===== src/rtl/mmio_uart_tx_pkg.sv =====
// Shared bus widths, register offsets and serializer state encodings for mmio_uart_tx.
// Optional even-parity frame is selected with the UART_TX_PARITY_EN macro.
package mmio_uart_tx_pkg;

    localparam int unsigned MEM_ADDR_W = 32;
    localparam int unsigned DATA_W     = 32;

    localparam logic [MEM_ADDR_W-1:0] UART_TXDATA_OFS = 32'd0;
    localparam logic [MEM_ADDR_W-1:0] UART_STATUS_OFS = 32'd4;

    localparam logic [2:0] UART_S_IDLE   = 3'd0;
    localparam logic [2:0] UART_S_START  = 3'd1;
    localparam logic [2:0] UART_S_DATA   = 3'd2;
    localparam logic [2:0] UART_S_PARITY = 3'd3;
    localparam logic [2:0] UART_S_STOP   = 3'd4;

    typedef struct packed {
        logic [3:0] count;
        logic       overflow;
        logic       full;
        logic       empty;
        logic       busy;
    } uart_status_t;

    function automatic logic [DATA_W-1:0] pack_status(input uart_status_t s);
        return {{(DATA_W - 8){1'b0}}, s};
    endfunction

endpackage


===== src/rtl/uart_tx_fifo.sv =====
// Byte FIFO feeding the UART serializer; head is combinational from the read pointer.
// A push while full is accepted only when a pop happens in the same cycle.
module uart_tx_fifo #(
    parameter int unsigned DEPTH = 8
) (
    input  logic       clk,
    input  logic       rst,
    input  logic       push_i,
    input  logic [7:0] push_data_i,
    input  logic       pop_i,
    output logic [7:0] head_o,
    output logic       full_o,
    output logic       empty_o,
    output logic [3:0] count_o
);

    localparam int unsigned PTR_W = $clog2(DEPTH);

    logic [7:0]       mem_q [DEPTH];
    logic [PTR_W-1:0] wr_ptr_q, rd_ptr_q;
    logic [3:0]       count_q;
    logic             push_ok, pop_ok;

    assign full_o  = (count_q == 4'(DEPTH));
    assign empty_o = (count_q == 4'd0);
    assign count_o = count_q;
    assign head_o  = mem_q[rd_ptr_q];

    assign pop_ok  = pop_i && !empty_o;
    assign push_ok = push_i && (!full_o || pop_ok);

    always_ff @(posedge clk) begin
        if (push_ok) begin
            mem_q[wr_ptr_q] <= push_data_i;
        end
    end

    // Pointers wrap naturally because DEPTH is a power of two.
    always_ff @(posedge clk) begin
        if (rst) begin
            wr_ptr_q <= '0;
            rd_ptr_q <= '0;
            count_q  <= 4'd0;
        end else begin
            if (push_ok) begin
                wr_ptr_q <= wr_ptr_q + 1'b1;
            end
            if (pop_ok) begin
                rd_ptr_q <= rd_ptr_q + 1'b1;
            end
            count_q <= count_q + 4'(push_ok) - 4'(pop_ok);
        end
    end

endmodule


===== src/rtl/mmio_uart_tx.sv =====
// Memory-mapped UART transmitter: TXDATA store pushes a byte, STATUS load returns FIFO/FSM state.
// Define UART_TX_PARITY_EN for an 8E1 frame; default build sends 8N1.
module mmio_uart_tx
    import mmio_uart_tx_pkg::*;
#(
    parameter logic [MEM_ADDR_W-1:0] BASE_ADDR    = 32'h0000_0800,
    parameter int unsigned           CLKS_PER_BIT = 434,
    parameter int unsigned           FIFO_DEPTH   = 8
) (
    input  logic                  clk,
    input  logic                  rst,
    input  logic                  mem_w_enable_i,
    input  logic [MEM_ADDR_W-1:0] mem_w_addr_i,
    input  logic [DATA_W-1:0]     mem_w_data_i,
    input  logic                  mem_r_enable_i,
    input  logic [MEM_ADDR_W-1:0] mem_r_addr_i,
    output logic [DATA_W-1:0]     mem_r_data_o,
    output logic                  tx_o,
    output logic                  busy_o
);

    localparam int unsigned        BAUD_W    = $clog2(CLKS_PER_BIT);
    localparam logic [BAUD_W-1:0]  BAUD_LAST = BAUD_W'(CLKS_PER_BIT - 1);

    logic [2:0]        state_q, state_d;
    logic [BAUD_W-1:0] baud_q, baud_d;
    logic [2:0]        bit_idx_q, bit_idx_d;
    logic [7:0]        data_q, data_d;
    logic              tx_q, tx_d;
    logic              ovf_q, ovf_d;
    logic [DATA_W-1:0] rd_data_q, rd_data_d;

    logic       wr_hit, rd_hit, ovf_event, baud_wrap, pop;
    logic [7:0] fifo_head;
    logic       fifo_full, fifo_empty;
    logic [3:0] fifo_count;
    uart_status_t status;

    logic unused_wdata;
    assign unused_wdata = ^mem_w_data_i[DATA_W-1:8];

    assign wr_hit = mem_w_enable_i && (mem_w_addr_i == BASE_ADDR + UART_TXDATA_OFS);
    assign rd_hit = mem_r_enable_i && (mem_r_addr_i == BASE_ADDR + UART_STATUS_OFS);

    uart_tx_fifo #(
        .DEPTH (FIFO_DEPTH)
    ) u_fifo (
        .clk         (clk),
        .rst         (rst),
        .push_i      (wr_hit),
        .push_data_i (mem_w_data_i[7:0]),
        .pop_i       (pop),
        .head_o      (fifo_head),
        .full_o      (fifo_full),
        .empty_o     (fifo_empty),
        .count_o     (fifo_count)
    );

    // Mirrors the FIFO's accept rule: a full push is only lost when nothing pops.
    assign ovf_event = wr_hit && fifo_full && !pop;
    assign baud_wrap = (baud_q == BAUD_LAST);

    always_comb begin
        state_d   = state_q;
        baud_d    = baud_q;
        bit_idx_d = bit_idx_q;
        data_d    = data_q;
        pop       = 1'b0;

        if (state_q != UART_S_IDLE) begin
            baud_d = baud_wrap ? '0 : baud_q + 1'b1;
        end

        case (state_q)
            UART_S_IDLE: begin
                if (!fifo_empty) begin
                    pop     = 1'b1;
                    data_d  = fifo_head;
                    baud_d  = '0;
                    state_d = UART_S_START;
                end
            end
            UART_S_START: begin
                if (baud_wrap) begin
                    bit_idx_d = 3'd0;
                    state_d   = UART_S_DATA;
                end
            end
            UART_S_DATA: begin
                if (baud_wrap) begin
                    if (bit_idx_q == 3'd7) begin
`ifdef UART_TX_PARITY_EN
                        state_d = UART_S_PARITY;
`else
                        state_d = UART_S_STOP;
`endif
                    end else begin
                        bit_idx_d = bit_idx_q + 1'b1;
                    end
                end
            end
            UART_S_PARITY: begin
                if (baud_wrap) begin
                    state_d = UART_S_STOP;
                end
            end
            UART_S_STOP: begin
                if (baud_wrap) begin
                    // Chain straight into the next frame when more data is queued.
                    if (!fifo_empty) begin
                        pop     = 1'b1;
                        data_d  = fifo_head;
                        state_d = UART_S_START;
                    end else begin
                        state_d = UART_S_IDLE;
                    end
                end
            end
            default: begin
                state_d = UART_S_IDLE;
                baud_d  = '0;
            end
        endcase
    end

    // Line level is derived from the next state so tx_o stays a clean register output.
    always_comb begin
        tx_d = 1'b1;
        case (state_d)
            UART_S_START:  tx_d = 1'b0;
            UART_S_DATA:   tx_d = data_d[bit_idx_d];
            UART_S_PARITY: tx_d = ^data_d;
            default:       tx_d = 1'b1;
        endcase
    end

    always_comb begin
        status.count    = fifo_count;
        status.overflow = ovf_q;
        status.full     = fifo_full;
        status.empty    = fifo_empty;
        status.busy     = busy_o;

        rd_data_d = rd_hit ? pack_status(status) : '0;

        ovf_d = ovf_q;
        if (ovf_event) begin
            ovf_d = 1'b1;
        end else if (rd_hit) begin
            ovf_d = 1'b0;
        end
    end

    always_ff @(posedge clk) begin
        if (rst) begin
            state_q   <= UART_S_IDLE;
            baud_q    <= '0;
            bit_idx_q <= 3'd0;
            data_q    <= 8'd0;
            tx_q      <= 1'b1;
            ovf_q     <= 1'b0;
            rd_data_q <= '0;
        end else begin
            state_q   <= state_d;
            baud_q    <= baud_d;
            bit_idx_q <= bit_idx_d;
            data_q    <= data_d;
            tx_q      <= tx_d;
            ovf_q     <= ovf_d;
            rd_data_q <= rd_data_d;
        end
    end

    assign busy_o       = (state_q != UART_S_IDLE);
    assign tx_o         = tx_q;
    assign mem_r_data_o = rd_data_q;

endmodule


===== config.mk =====
export PLATFORM = sky130hd
export DESIGN_NAME = mmio_uart_tx
export DESIGN_NICKNAME = d
export VERILOG_FILES = /design/src/rtl/mmio_uart_tx_pkg.sv /design/src/rtl/uart_tx_fifo.sv /design/src/rtl/mmio_uart_tx.sv
export SDC_FILE = /design/constraint.sdc
export NUM_CORES = 1
export LEC_CHECK = 0
export BUFFER_PORTS_ARGS = -buffer_cell sky130_fd_sc_hd__buf_2
export CORE_ASPECT_RATIO = 1.1
export CORE_MARGIN = 2
export CORE_UTILIZATION = 52
export DETAILED_ROUTE_END_ITERATION = 10
export PLACE_DENSITY = 0.79
export SLEW_MARGIN = 0
export SYNTH_ARGS = -nofsm -noshare
export SYNTH_HDL_FRONTEND = slang
export SYNTH_SLANG_ARGS = --single-unit

===== constraint.sdc =====
create_clock -name clk -period 4.3 [get_ports clk]
set_input_delay 0.86 -clock clk [delete_from_list [all_inputs] [get_ports clk]]
set_output_delay 0.86 -clock clk [all_outputs]
set_load 0.05 [all_outputs]

==> impl_metrics.tcl <==
set metrics [dict create \
    status "finished clean" \
    diodes 0 \
    cp-start-kind "flop" \
    whs_ps 456 \
    layout.area.seq_um2 2840 \
    cp.required_ps 4550 \
    syn_avg_cell_area_um2 12.5 \
    cts_inserted_buffers 9 \
    cts-htree-levels 3 \
    path_common_cell "nor2_1" \
    antenna_found_initial 0 \
    io_pins 134 \
    cts_resized 0 \
    clock_sinks 110 \
    synth_edf_count 64 \
    clock_skew_ps 13.2 \
    endpoint_kind "flop" \
    synthFlopType "edfxtp_1" \
    max_slew_margin_pct 36.6 \
    place.port_buffers 85 \
    start_util_pct 53.1 \
    yosys.area.top_type "edfxtp_1" \
    vias_per_cell 5.19 \
    rows 37 \
    drc_errors 0 \
    finalSetupTns_ps 0 \
    route.antenna.remaining_nets 0 \
    finalCriticalPeriod_ps 3250 \
    setup_slack_ps 1050 \
    synth_seq_cells 110 \
    wl_per_cell_um 15.0 \
    drive_above_1_share_pct 28.7 \
    cp_cell_sequence "or4b_4 > o21ai_2 > nand3_2 > and3_1 > nor2_1 > ha_1 > inv_1 > fa_1 > xor2_1 > nor2_1" \
    grt_first_pass_wirelength_um 14800 \
    grt_max_degree 30 \
    hold_viol_final 0 \
    drt-initial-drc-count 154 \
    dp.final_hpwl_um 6550 \
    grt_overflow_total 0 \
    max_stage_delay_ps 590 \
    holdPathStages 1 \
    post-route-period-util_pct 75.5 \
    cts_tree "built" \
    async_flop_share_pct 0 \
    gp_congestion 0.821 \
    ys_warn_count 0 \
    grt_pass1_vias 3129 \
    power_density_nw_per_um2 498 \
    cts-root-buf "clkbuf_8" \
    rsz0062_at_grt "no" \
    synthCells 396 \
    die_w_um 96.9 \
    grt_usage_pct 18.1 \
    dieArea_um2 10300 \
    max_freq_mhz 308 \
    drt-total-wl_um 9130 \
    maxCapViolations 0 \
    synth_top_area_share_pct 38.9 \
    synth_area_um2 4940 \
    setup_viol 0 \
    synthDistinctLibCells 52 \
    worstMarginPinSlew_ps 950 \
    cts_hold_buf 0 \
    pre_cts_ws_ps 974 \
    cts_buffer_depth 2 \
    leakage_nw 2.17 \
    synth-seq-area-share_pct 57.5 \
    crit_fanout 12 \
    clock_latency_ps 380 \
    drtPass1Iterations 4 \
    critical_path.slowest_cell "or4b_4" \
    drv_slew 0 \
    crit_type "reg2reg" \
    cts_setup_buffers 0 \
    reg2reg_depth 10 \
    multi_input_area_um2 1890 \
    core_um2 9310 \
    fillers 717 \
    crit_arrival_ps 3490 \
    layout.nets 599 \
    vias 3159 \
    peakVddDrop_v 0.000341 \
    die_y_um 106 \
    hp-class "reg2reg" \
    synth.area.top_cells "edfxtp_1 39%, dfxtp_1 19%, mux4_2 7.3%" \
    clkSlewWorstSetupHoldPaths_ps 110 \
    synthToLayoutAreaGrowth_pct 14.1 \
]
cells in the mapped netlist (all sizes together) (8+ instances only):
cell	number
clkbuf	9
dfxtp	46
a21oi	8
mux4	16
xnor2	10
inv	16
mux2i	14
o21ai	8
nor4	11
buf	27
edfxtp	64
xor2	10
ha	11
and2	8
nor3	8
nor2	51
nand2	21
critical path, delay by kind of cell (launching register included):
family / cells / cell delay [ps]
compound gates: 1 / 230
xor+xnor: 1 / 150
fa+ha+maj: 2 / 610
buf+inv: 1 / 60
flops: 1 / 370
simple gates: 5 / 1720
report_power, final:
part	internal (mW)	leakage, nW	switching, mW
clock	0.239	0.107	0.388
sequential	1.18	0.950	0.0915
combinational	0.434	1.11	0.469
total	1.86	2.17	0.948
logic make-up (layout without fill, tap and decap cells):
group / Yosys count / after routing / synth area share, %
mux: 34 / 34 / 11.3
other cells: 1 / 24 / 0.0759
fa+ha+maj: 12 / 12 / 3.19
xor+xnor: 20 / 20 / 3.70
compound gates: 36 / 36 / 4.99
simple gates: 131 / 131 / 13.2
buf+inv: 52 / 125 / 5.98
flops: 110 / 110 / 57.5
placed cells by master, fill, tap and decap left out, types with 4 or more instances in the layout:
cell / Yosys / final
nand4_1: 4 / 4
mux2i_1: 10 / 10
ha_1: 11 / 11
buf_2: 2 / 85
a21oi_1: 8 / 8
buf_4: 24 / 8
inv_1: 14 / 14
clkbuf_8: 0 / 9
dfxtp_1: 46 / 46
nor4b_1: 5 / 5
xnor2_1: 9 / 9
nor4_1: 11 / 11
mux4_2: 16 / 16
nand2_1: 21 / 21
nor3_1: 7 / 7
nand3_1: 6 / 6
o21ai_1: 4 / 4
conb_1: 1 / 24
edfxtp_1: 64 / 64
a21o_1: 4 / 4
mux2i_2: 4 / 4
xor2_1: 10 / 10
and2_1: 8 / 8
nor2_1: 51 / 51
mux2_2: 4 / 4
registers in the layout (all words and copies together) (netlist names), named ones only:
signal           flops
u_fifo.rd_ptr_q      3
u_fifo.mem_q        64
tx_o                 1
data_q               8
u_fifo.count_o       4
ovf_q                1
state_q              3
baud_q               9
bit_idx_q            3
mem_r_data_o         8
u_fifo.wr_ptr_q      3
through the flow:
step	cell area, um^2	total power [mW]	util, %	std cells
floorplan	5030	2.07	-	419
global placement	5420	2.17	58.3	593
detailed placement	5420	2.21	58.3	593
CTS	5640	2.84	60.6	609
global route	5640	2.97	60.6	609
finish	5640	2.81	60.6	609
layout make-up:
type,instances,area share [%]
clock buffers,9,2.20
flip-flops and latches,110,50.4
repair buffers,93,8.61
clock inverters,7,1.58
well taps,117,2.60
multi-input cells,257,33.5
inverters,16,1.07
path summary, 6_finish.rpt:
path | slack [ps] | from | to
hold / removal | 460 | ovf_q$_SDFFE_PP0P_ | mem_r_data_o[3]$_SDFF_PP0_
setup / recovery | 1050 | baud_q[3]$_SDFF_PP0_ | u_fifo.count_o[2]$_SDFF_PP0_
setup reg to reg | 1050 | baud_q[3]$_SDFF_PP0_ | u_fifo.count_o[2]$_SDFF_PP0_
hold reg to reg | 460 | ovf_q$_SDFFE_PP0P_ | mem_r_data_o[3]$_SDFF_PP0_
per-layer routing:
layer / vias up / part of all wire, % / track usage, %
met2: 71 / 54 / 33.9
met5: - / 0 / 0
li1: 1567 / - / -
met3: 7 / 3.3 / 3.88
met1: 1514 / 42 / 21.2
met4: 0 / 0.86 / 4.73
Note: power is estimated with default switching activity, not from simulation.
